<file path="config.mk">
export PLATFORM = sky130hd
export DESIGN_NAME = run_network
export DESIGN_NICKNAME = d
export VERILOG_FILES = /design/src/rtl/snn_pkg.sv /design/src/rtl/divide_clock.sv /design/src/rtl/run_network.sv
export SDC_FILE = /design/constraint.sdc
export NUM_CORES = 1
export LEC_CHECK = 0
export CORE_MARGIN = 3
export CORE_UTILIZATION = 45
export DETAILED_ROUTE_END_ITERATION = 7
export GPL_ROUTABILITY_DRIVEN = 0
export PLACE_DENSITY = 0.63
export SLEW_MARGIN = 25
export SYNTH_ARGS = -nofsm -noshare
export SYNTH_HDL_FRONTEND = slang
export SYNTH_SLANG_ARGS = --single-unit
</file>
<file path="constraint.sdc">
create_clock -name clk -period 6.85 [get_ports clk]
set_input_delay 1.7125 -clock clk [delete_from_list [all_inputs] [get_ports clk]]
set_output_delay 1.7125 -clock clk [all_outputs]
set_load 0.01 [all_outputs]
</file>
<file path="src/rtl/snn_pkg.sv">
// Shared widths, accumulator limits, controller states and the saturation
// helper for the run_network spiking classifier.
package snn_pkg;

  localparam int WEIGHT_W = 9;
  localparam int BAL_W    = 11;
  localparam int SUM_W    = 12;

  localparam logic signed [BAL_W-1:0] BAL_MAX = 11'sh3FF;
  localparam logic signed [BAL_W-1:0] BAL_MIN = 11'sh400;

  typedef enum logic [1:0] {
    IDLE = 2'd0,
    RUN  = 2'd1,
    DONE = 2'd2
  } state_t;

  // Clamp a 13-bit signed intermediate into the 11-bit balance range.
  function automatic logic signed [BAL_W-1:0] sat11(input logic signed [BAL_W+1:0] v);
    if (v > 13'sd1023)       return BAL_MAX;
    else if (v < -13'sd1024) return BAL_MIN;
    else                     return v[BAL_W-1:0];
  endfunction

endpackage

</file>
<file path="src/rtl/divide_clock.sv">
// Step-rate divider: counts enabled clocks 0..DENOM-1 and emits a one-cycle
// enable pulse on the last count. No clock is generated.
module divide_clock #(
  parameter int DENOM = 2
) (
  input  logic clk,
  input  logic rst,
  input  logic clr,
  input  logic en,
  output logic tick
);

  localparam int DW = (DENOM > 1) ? $clog2(DENOM) : 1;
  localparam logic [DW-1:0] LAST = DW'(DENOM - 1);

  logic [DW-1:0] r_div;

  always_ff @(posedge clk) begin
    if (rst || clr) begin
      r_div <= '0;
    end else if (en) begin
      if (r_div == LAST) r_div <= '0;
      else               r_div <= r_div + 1'b1;
    end
  end

  assign tick = en && (r_div == LAST);

endmodule

</file>
<file path="src/rtl/run_network.sv">
// Single-layer spiking classifier: sums the weights of active pixels into a
// saturating signed balance for WIDTH steps, then fires the sign neuron.
module run_network
  import snn_pkg::*;
#(
  parameter int WIDTH  = 8,
  parameter int HEIGHT = 7,
  parameter int DENOM  = 2,
  parameter logic [HEIGHT*WEIGHT_W-1:0] WEIGHTS =
    {9'd511, 9'd257, 9'd260, 9'd260, 9'd511, 9'd257, 9'd255}
) (
  input  logic                    clk,
  input  logic                    rst,
  input  logic                    en,
  input  logic                    start,
  input  logic [HEIGHT-1:0]       pixels,
  output logic [1:0]              neuron_out,
  output logic signed [BAL_W-1:0] balance_out,
  output logic                    done,
  output logic [1:0]              o_dbg_state
);

  localparam int STEP_W = $clog2(WIDTH + 1);

  state_t                    r_state;
  state_t                    w_state_nxt;
  logic [STEP_W-1:0]         r_step;
  logic signed [BAL_W-1:0]   r_balance;
  logic [1:0]                r_neuron;
  logic                      r_done;
  logic                      w_div_en;
  logic                      w_tick;
  logic                      w_last;
  logic signed [SUM_W-1:0]   w_sum;
  logic signed [BAL_W+1:0]   w_bal_sum;
  logic signed [BAL_W-1:0]   w_bal_next;

  // The divider only advances while a classification is running.
  assign w_div_en = en && (r_state == RUN);

  divide_clock #(.DENOM(DENOM)) u_div (
    .clk  (clk),
    .rst  (rst),
    .clr  (start),
    .en   (w_div_en),
    .tick (w_tick)
  );

  always_comb begin
    w_sum = '0;
    for (int i = 0; i < HEIGHT; i++) begin
      if (pixels[i]) w_sum = w_sum + SUM_W'($signed(WEIGHTS[i*WEIGHT_W +: WEIGHT_W]));
    end
  end

  assign w_bal_sum  = (BAL_W+2)'(r_balance) + (BAL_W+2)'(w_sum);
  assign w_bal_next = sat11(w_bal_sum);
  assign w_last     = (r_step == STEP_W'(WIDTH - 1));

  always_ff @(posedge clk) begin
    if (rst) r_state <= IDLE;
    else     r_state <= w_state_nxt;
  end

  always_comb begin
    w_state_nxt = r_state;
    if (start) begin
      w_state_nxt = RUN;
    end else begin
      case (r_state)
        IDLE:    w_state_nxt = IDLE;
        RUN:     if (w_tick && w_last) w_state_nxt = DONE;
        DONE:    w_state_nxt = DONE;
        default: w_state_nxt = IDLE;
      endcase
    end
  end

  always_ff @(posedge clk) begin
    if (rst || start) begin
      r_balance <= '0;
      r_step    <= '0;
      r_neuron  <= 2'b00;
      r_done    <= 1'b0;
    end else if (w_tick) begin
      r_balance <= w_bal_next;
      r_step    <= r_step + 1'b1;
      if (w_last) begin
        r_done <= 1'b1;
        if (w_bal_next > 0)      r_neuron <= 2'b01;
        else if (w_bal_next < 0) r_neuron <= 2'b10;
        else                     r_neuron <= 2'b00;
      end
    end
  end

  assign neuron_out  = r_neuron;
  assign balance_out = r_balance;
  assign done        = r_done;
  assign o_dbg_state = r_state;

endmodule

</file>
Word-level counts from Yosys, hierarchy flattened
Cells that the tools add are included.

word-level totals
  bits in latches = 0
  register bits after elaboration = 21
  memory bits (read-only) = 0
  RAM bits = 0
  memories = 0
  word-level logic and storage cells = 46
  input bits = 11

operators by class
  shifts and indexed selects = 0
  multipliers = 0
  reductions and logical operators = 6
  div/mod/pow operators = 0
  $lt $le $gt $ge = 4
  add/subtract/negate cells = 9
  muxes and demuxes = 15
  bitwise operators = 0
  equality and inequality tests = 5

operators by type and width
  cell                     count
  $mux W12                 6
  $add A12 B9 Y12 const B  4
  $add A12 B1 Y12 const B  2
  $mux W11                 2
  $add A11 B12 Y13         1
  $gt A13 B11 Y1 const B   1
  $lt A13 B11 Y1 const B   1
  $gt A11 B1 Y1 const B    1
  $lt A11 B1 Y1 const B    1
  $mux W8                  1
  $mux W2                  3
  $add A4 B1 Y4 const B    1
  $eq A4 B3 Y1 const B     1
  $pmux W2 S2              1
  $logic_and A1 B1 Y1      3
  $ne A3 B2 Y1 const B     1
  $eq A2 B1 Y1 const B     1
  $eq A2 B2 Y1 const B     1
  $mux W1                  2
  $ne A2 B1 Y1 const B     1
  $reduce_and A2 Y1        1
  $reduce_or A2 Y1         1
  $add A1 B1 Y1 const B    1
  $logic_or A1 B1 Y1       1

Longest topological paths before layout
Gate-level depths: netlist of the first run.

  depth in word-level cells = 20
  gate-level depth with buffers = 24
  depth with buffers taken out = 23

By module
A second synthesis of the first run with hierarchy kept.

unflattened totals
  cells, all modules = 316
  area, all modules = 2506.2 um^2

modules (own cells, without submodules)
  module        cells an instance  area each (um^2)  instances
  run_network   312                2459.9            1
  divide_clock  4                  46.3              1

Worst setup path after synthesis of the first run
OpenSTA, ideal clock, no wires.

  path type = input -> register
  from = in pixels[1]
  to = reg r_neuron[0] (netlist: neuron_out[0])
  required time = 6771 ps
  arrival time = 5632 ps
  path buffers = 1
  setup time = 79 ps
  cell stages on the path = 22
  path slack = 1139 ps
  cells stage by stage = inv_1 -> ha_1 -> and2b_4 -> nor2_1 -> inv_1 -> ha_1 -> xor2_1 -> nor2_1 -> nand2_1 -> o21a_2 -> a311oi_1 -> o21ai_1 -> o31a_1 -> xnor2_1 -> ha_1 -> clkbuf_1 -> and3_1 -> o211ai_1 -> a41o_1 -> or3_1 -> a41o_1 -> o211ai_1

between the ends
  word-level cells in the longest chain between the ends = 17

ends and longest elaborated chain
  what                  line               text
  start, declared       run_network.sv:16  input logic [HEIGHT-1:0] pixels,
  $mux W12 (*)          run_network.sv:52  if (pixels[i]) w_sum = w_sum + SUM_W'($signed(WEIGHTS[i*WEIGHT_W +: WEIGHT_W]));
  $add A12 B1 Y12       run_network.sv:52
  $mux W12 (*)          run_network.sv:52
  $add A12 B9 Y12       run_network.sv:52
  $mux W12 (*)          run_network.sv:52
  $add A12 B9 Y12       run_network.sv:52
  $mux W12 (*)          run_network.sv:52
  $add A12 B9 Y12       run_network.sv:52
  $mux W12 (*)          run_network.sv:52
  $add A12 B1 Y12       run_network.sv:52
  $mux W12 (*)          run_network.sv:52
  $add A11 B12 Y13 (*)  run_network.sv:56  assign w_bal_sum = (BAL_W+2)'(r_balance) + (BAL_W+2)'(w_sum);
  $lt A13 B11 Y1        snn_pkg.sv:21      else if (v < -13'sd1024) return BAL_MIN;
  $mux W11              snn_pkg.sv:21
  $mux W11 (*)          snn_pkg.sv:20      if (v > 13'sd1023) return BAL_MAX;
  $gt A11 B1 Y1 (*)     run_network.sv:90  if (w_bal_next > 0) r_neuron <= 2'b01;
  $mux W2 (*)           run_network.sv:90
  end signal, assigned  run_network.sv:90
  end signal, assigned  run_network.sv:91  else if (w_bal_next < 0) r_neuron <= 2'b10;
  end signal, assigned  run_network.sv:92  else r_neuron <= 2'b00;
  end, declared         run_network.sv:29  logic [1:0] r_neuron;

Mark *: on every way between the ends. The rest lies on a longest branch, timed or not.
A chain may end at the register's enable or synchronous reset.

Worst setup path after layout of the first run
  from = in pixels[0]
  to = reg r_balance[8] (netlist: balance_out[8])

between the ends
  word-level cells in the longest chain between the ends = 17

ends and longest elaborated chain
  what                  line               text
  $mux W8 (*)           run_network.sv:52
  $add A12 B9 Y12       run_network.sv:52
  $mux W12 (*)          run_network.sv:52
  $add A12 B1 Y12       run_network.sv:52
  $mux W12 (*)          run_network.sv:52
  $add A12 B9 Y12       run_network.sv:52
  $mux W12 (*)          run_network.sv:52
  $add A12 B9 Y12       run_network.sv:52
  $mux W12 (*)          run_network.sv:52
  $add A12 B9 Y12       run_network.sv:52
  $mux W12 (*)          run_network.sv:52
  $add A12 B1 Y12       run_network.sv:52
  $mux W12 (*)          run_network.sv:52
  $add A11 B12 Y13 (*)  run_network.sv:56
  $lt A13 B11 Y1        snn_pkg.sv:21
  $mux W11              snn_pkg.sv:21
  $mux W11 (*)          snn_pkg.sv:20
  end signal, assigned  run_network.sv:86  r_balance <= w_bal_next;
  end, declared         run_network.sv:28  logic signed [BAL_W-1:0] r_balance;

Marks and branches as above.

==> results_dict.tcl, run 1 <==
set metrics [dict create \
    synth_area_per_cell_um2 8.31 \
    max_freq_ghz 0.158 \
    grt_antenna_before_repair 0 \
    slew_headroom_pct 51.6 \
    dp_slack_ns 0.270 \
    cts_tree "done" \
    fin_nets 337 \
    numCtsBuffers 3 \
    cp_max_fo 10 \
    num-fill-cells 505 \
    drtIter0Drc 120 \
    yosys.area_share.simple_pct 21.4 \
    finalSetupViolCount 0 \
    worst_setup_path_start_kind "input port" \
    drcViolationCount 0 \
    area_growth_pct 15.8 \
    grt_pass1_wl_mm 8.47 \
    synthAdderAreaFrac_pct 15.1 \
    htree_levels 1 \
    synth_nets 311 \
    maxCapViolCount 0 \
    io_buffers 26 \
    die_w_um 77.1 \
    io_pins 27 \
    grt_usage_pct 16.9 \
    setup_tns_ns 0 \
    overflow 0 \
    p_total_uw 378 \
    insertion_delay_ns 0.26 \
    p_leak_uw 0.00107 \
    synth.yosys.seq_area_share_pct 18.5 \
    die_area_um2 5950 \
    yosys.cell_types.count 61 \
    async_reset_ff_share_pct 0 \
    grt_pass1_vias 1911 \
    ys_warn_count 0 \
    cts-hold-fix-buffers 0 \
    synth_xor_area_share_pct 13.2 \
    num_vias 1966 \
    min_path_type "register to register" \
    finalCriticalPeriod_ns 6.33 \
    required_ns 6.99 \
    fin_ws_ns 0.519 \
    via_per_inst 5.37 \
    clockBufferDepth 2 \
    p_per_area_nw_per_um2 143 \
    synth-edff-count 0 \
    yosysTopAreaCell "dfxtp_1" \
    synth_compound_area_share_pct 24.1 \
    outcome "finished clean" \
    synth-seq-cells 21 \
    layout-drive-gt1-share_pct 8.36 \
    num_rows 25 \
    synth_common_cells "nor2_1, nand2_1, ha_1" \
    dr.pass1.iters 4 \
    yosys-top-cells-area "dfxtp_1, ha_1, xnor2_1, o221a_1, nor2_1" \
    netlist_instances 274 \
    synth_mux_area_share_pct 2.20 \
    start_util_pct 47.3 \
    slew_viol_final 0 \
    period_share_pct 92.4 \
    postCtsSetupRepairBufs 0 \
    drt_wl_total_mm 4.82 \
    hold_viol 0 \
    cp.arrival_ns 6.47 \
    core_area_um2 4820 \
    synthFlopType "dfxtp_1" \
    critPathKind "input port to register" \
    dp_hpwl_mm 3.94 \
    cts-root-buf "clkbuf_8" \
    synth_top_area_share_pct 18.5 \
    finalHoldWorstSlack_ns 0.448 \
    fin_skew_ns 0.0125 \
    synth_top_family_by_area "compound AO/OA/AOI/OAI gates" \
    cts_sinks 21 \
    rsz0062_at_grt "false" \
    cts.clk_slew.worst_paths_ns 0.08 \
    peakVddDrop_mv 0.0511 \
    ant_nets 0 \
    syn_area_um2 2280 \
    routedWlPerCell_um 13.2 \
    grt_max_degree 20 \
    diodes 0 \
    cts_resized 0 \
    fp.dieH_um 77.1 \
    end_kind "register" \
    yosysMostFrequentCell "nor2_1" \
    tightest_slew_ns 0.726 \
]
[worst max-delay path, cell delays in order]
cell,delay [ns]
clkdlybuf4s50_1,0.51
inv_1,0.07
ha_1,0.23
nor2b_2,0.21
nor2_1,0.09
inv_1,0.15
ha_1,0.24
nand2b_1,0.08
a311o_1,0.34
nand3_1,0.19
nand3_1,0.13
a311oi_1,0.37
o21ai_1,0.11
o31a_1,0.13
xnor2_1,0.13
ha_1,0.38
nor4b_1,0.19
a2111oi_0,0.34
o311ai_1,0.18
nor2_1,0.23
o21ai_2,0.17
o221a_1,0.29
[placed cells by master, fill, tap and decap left out, types with 6 or more instances in the layout]
cell type / netlist / routed
nand2b_1: 7 / 7
nand2_1: 26 / 26
ha_1: 25 / 25
clkdlybuf4s50_1: 0 / 26
inv_1: 15 / 15
xor2_1: 11 / 11
xnor2_1: 16 / 16
dfxtp_1: 21 / 21
nor2_1: 29 / 29
o221a_1: 10 / 10
a21oi_1: 13 / 13
o21ai_0: 6 / 6
[power by group]
group,leakage (uW),total [uW],switching [uW],internal (uW)
Combinational,0.000873,174,98.2,76.3
Sequential,0.000170,124,0.724,123
Clock,0.0000255,79.6,39.1,40.5
Total,0.00107,378,138,240
[logic make-up after synthesis]
| family | Yosys count |
|---|---|
| compound gates | 69 |
| xor+xnor | 31 |
| fa+ha+maj | 27 |
| buf+inv | 24 |
| flops | 21 |
| mux | 5 |
| simple gates | 97 |
[state kept, by name (all words and copies together) (netlist names)]
register	cells
r_step	4
o_dbg_state	2
u_div.r_div	1
balance_out	11
neuron_out	2
done	1
[cell type report]
| type | instances | area [um^2] | area share (%) |
|---|---|---|---|
| Clock inverter | 1 | 5.00 | 0.190 |
| Multi-Input combinational cell | 229 | 1730 | 65.6 |
| Sequential cell | 21 | 420 | 15.9 |
| Tap cell | 67 | 83.8 | 3.18 |
| Inverter | 16 | 73.8 | 2.80 |
| Timing Repair Buffer | 29 | 283 | 10.7 |
| Clock buffer | 3 | 41.3 | 1.57 |
[per-layer routing]
layer	vias to the layer above	GRT usage (%)	part of all wire, %
met5	-	0	0
met4	0	4.80	1.5
met3	8	1.64	2.7
met2	32	28.8	46
met1	895	22.6	50
li1	1031	-	-
[worst paths after layout]
check,startpoint,end,slack (ns),depth (start not counted)
worst max-delay path,pixels[0],balance_out[8],0.52,22
worst min-delay path,done,done,0.45,2
worst max register to register,balance_out[0],balance_out[8],4.16,11
worst min register to register,done,done,0.45,2
[per-stage QoR]
step                util, %  cell area (um^2)  std cells
global route           54.7              2640        366
finish                 54.7              2640        366
global placement       53.8              2590        362
CTS                    54.7              2640        366
floorplan                 -              2280        274
detailed placement     53.8              2590        362
Note: power is estimated with default switching activity, not from simulation.
==> run 2, diff against run 1 <==
--- a/config.mk
+++ b/config.mk
@@ -6,10 +6,10 @@
 export NUM_CORES = 1
 export LEC_CHECK = 0
 export CORE_MARGIN = 3
-export CORE_UTILIZATION = 45
+export CORE_UTILIZATION = 57
 export DETAILED_ROUTE_END_ITERATION = 7
 export GPL_ROUTABILITY_DRIVEN = 0
-export PLACE_DENSITY = 0.63
+export PLACE_DENSITY = 0.77
 export SLEW_MARGIN = 25
 export SYNTH_ARGS = -nofsm -noshare
 export SYNTH_HDL_FRONTEND = slang
==> run 2 against run 1 <==
First-iteration DRC count is 6.7% higher. Wire length is 2.7% lower. Maximum frequency is 1.0% lower. Register-to-register slack worse by 0.05 ns. Core utilization is 15 points higher. Critical path depth stayed put. Worst hold slack better by 0.0032 ns. Count of clock-buffer cells in the layout is 1 higher. Global-route usage is 2.9 points higher. Die area is 20% lower. Design area is 0.28% lower. Critical endpoint unchanged.
==> results_dict.tcl, run 2 (synthesized netlist as in run 1, its figures left out) <==
set metrics [dict create \
    core_area_um2 3740 \
    routedWlPerCell_um 13.5 \
    grt_usage_pct 19.9 \
    start_util_pct 60.8 \
    die_w_um 69.2 \
    overflow 0 \
    peakVddDrop_mv 0.0843 \
    min_path_type "register to register" \
    via_per_inst 5.69 \
    grt_pass1_vias 1850 \
    required_ns 7.00 \
    multi_input_area_um2 1750 \
    outcome "finished clean" \
    dr.pass1.iters 4 \
    slowest_stage "clkdlybuf4s50_1" \
    fin_ws_ns 0.452 \
    cts_tree "done" \
    num-fill-cells 331 \
    fp.dieH_um 69.2 \
    clockBufferDepth 2 \
    cp.arrival_ns 6.55 \
    path_cells "clkdlybuf4s50_1, inv_1, ha_1, nor2b_4, nor2_1, inv_1, ha_2, nand2b_1, a311o_1, nand3_1, nand3_1, a311oi_2, o21ai_1, o31a_1, xnor2_1, ha_2, nor4b_1, a2111oi_1, o311ai_1, nor2_1, o21ai_2, o221a_1" \
    holdPathStages 2 \
    period_share_pct 93.4 \
    drcViolationCount 0 \
    finalCriticalPeriod_ns 6.40 \
    dp_slack_ns 0.0512 \
    io_pins 27 \
    cts-root-buf "clkbuf_8" \
    fin_cells 347 \
    grt_max_degree 20 \
    p_leak_uw 0.00107 \
    ant_nets 0 \
    numCtsBuffers 3 \
    slew_headroom_pct 49.4 \
    p_per_area_nw_per_um2 145 \
    seqCellArea_um2 420 \
    num_rows 22 \
    dp_cells 342 \
    dp_hpwl_mm 3.75 \
    worst_setup_path_start_kind "input port" \
    final_common_cell "nor2_1" \
    grt_pass1_wl_mm 8.16 \
    htree_levels 1 \
    io_buffers 26 \
    rrSetupSlack_ns 4.11 \
    layout-drive-gt1-share_pct 9.03 \
    largest_reg_flops 11 \
    area_growth_pct 15.4 \
    final_area_um2 2630 \
    r2r-start "balance_out[0]" \
    hold_viol 0 \
    drt_wl_total_mm 4.69 \
    fin_nets 337 \
    drtIter0Drc 128 \
    hold_path.startpoint "done" \
    end_kind "register" \
    slowest_delay_ns 0.51 \
    layout_common_cells "nor2_1, nand2_1, clkdlybuf4s50_1" \
    rr_worst_depth 10 \
    slew_viol_final 0 \
    cts.clk_slew.worst_paths_ns 0.07 \
    hold_end "done" \
    r2r-end "balance_out[8]" \
    cp_max_fo 10 \
    critPathKind "input port to register" \
    grt_antenna_before_repair 0 \
    fin_skew_ns 0.00341 \
    maxCapViolCount 0 \
    insertion_delay_ns 0.26 \
    num_vias 1975 \
    cts_sinks 21 \
    tightest_slew_ns 0.759 \
    post_dp_cell_area_um2 2560 \
    finalSetupViolCount 0 \
    max_freq_ghz 0.156 \
    die_area_um2 4790 \
    diodes 0 \
]
==> run 2: final cells by class <==
| cell class | instances | area share [%] |
|---|---|---|
| sequential | 21 | 16.0 |
| multi-input combinational | 229 | 66.4 |
| inverter | 16 | 2.81 |
| clock buffer | 4 | 1.71 |
| tap | 48 | 2.28 |
| timing repair buffer | 29 | 10.8 |
==> run 2: critical path, delay by kind of cell <==
kind	cells	cell delay [ns]
AO/OA/AOI/OAI	8	1.95
AND/OR/NAND/NOR	7	1.09
adder cells (fa/ha/maj)	3	0.90
buffers and inverters	3	0.73
XOR/XNOR	1	0.17
==> run 2: worst max path at each step <==
stage	depth (start not counted)	end	startpoint	slack (ns)
2_1_floorplan	22	neuron_out[0]	pixels[1]	1.14
3_3_place_gp	22	balance_out[2]	pixels[0]	0.13
3_5_place_dp	22	balance_out[2]	pixels[0]	0.05
4_1_cts	22	balance_out[0]	pixels[0]	0.32
5_1_grt	22	balance_out[2]	pixels[0]	-0.01
6_report	22	balance_out[8]	pixels[0]	0.45
==> run 2: metal layers <==
layer	up-vias	part of all wire (%)	track usage, %
met4	0	0.64	3.90
met5	-	0	0
li1	1030	-	-
met1	904	51	28.2
met3	2	3.3	3.48
met2	39	45	31.7
==> run 2: through the flow <==
| stage | util, % | TNS [ns] | hold slack, ns | total power, uW |
|---|---|---|---|---|
| floorplan | - | 0 | 0.470 | 266 |
| global placement | 68.3 | 0 | 0.440 | 297 |
| detailed placement | 68.3 | 0 | 0.446 | 298 |
| CTS | 69.6 | 0 | 0.457 | 379 |
| global route | 70.2 | -0.0409 | 0.471 | 408 |
| finish | 70.2 | 0 | 0.451 | 380 |
==> run 2: what timing repair did <==
| item | CTS | global route |
|---|---|---|
| buffers inserted | 0 | 1 |
| hold buffers | 0 | 0 |
| hold endpoints to repair | 0 | 0 |
| endpoints found under the setup margin | 0 | 10 |
| gates resized for setup | 0 | 5 |
==> run 2: where the power goes <==
group,leakage (uW),switching [uW],internal [uW]
clock,0.0000228,37.9,41.3
combinational,0.000875,98.4,78.6
sequential,0.000170,0.816,123
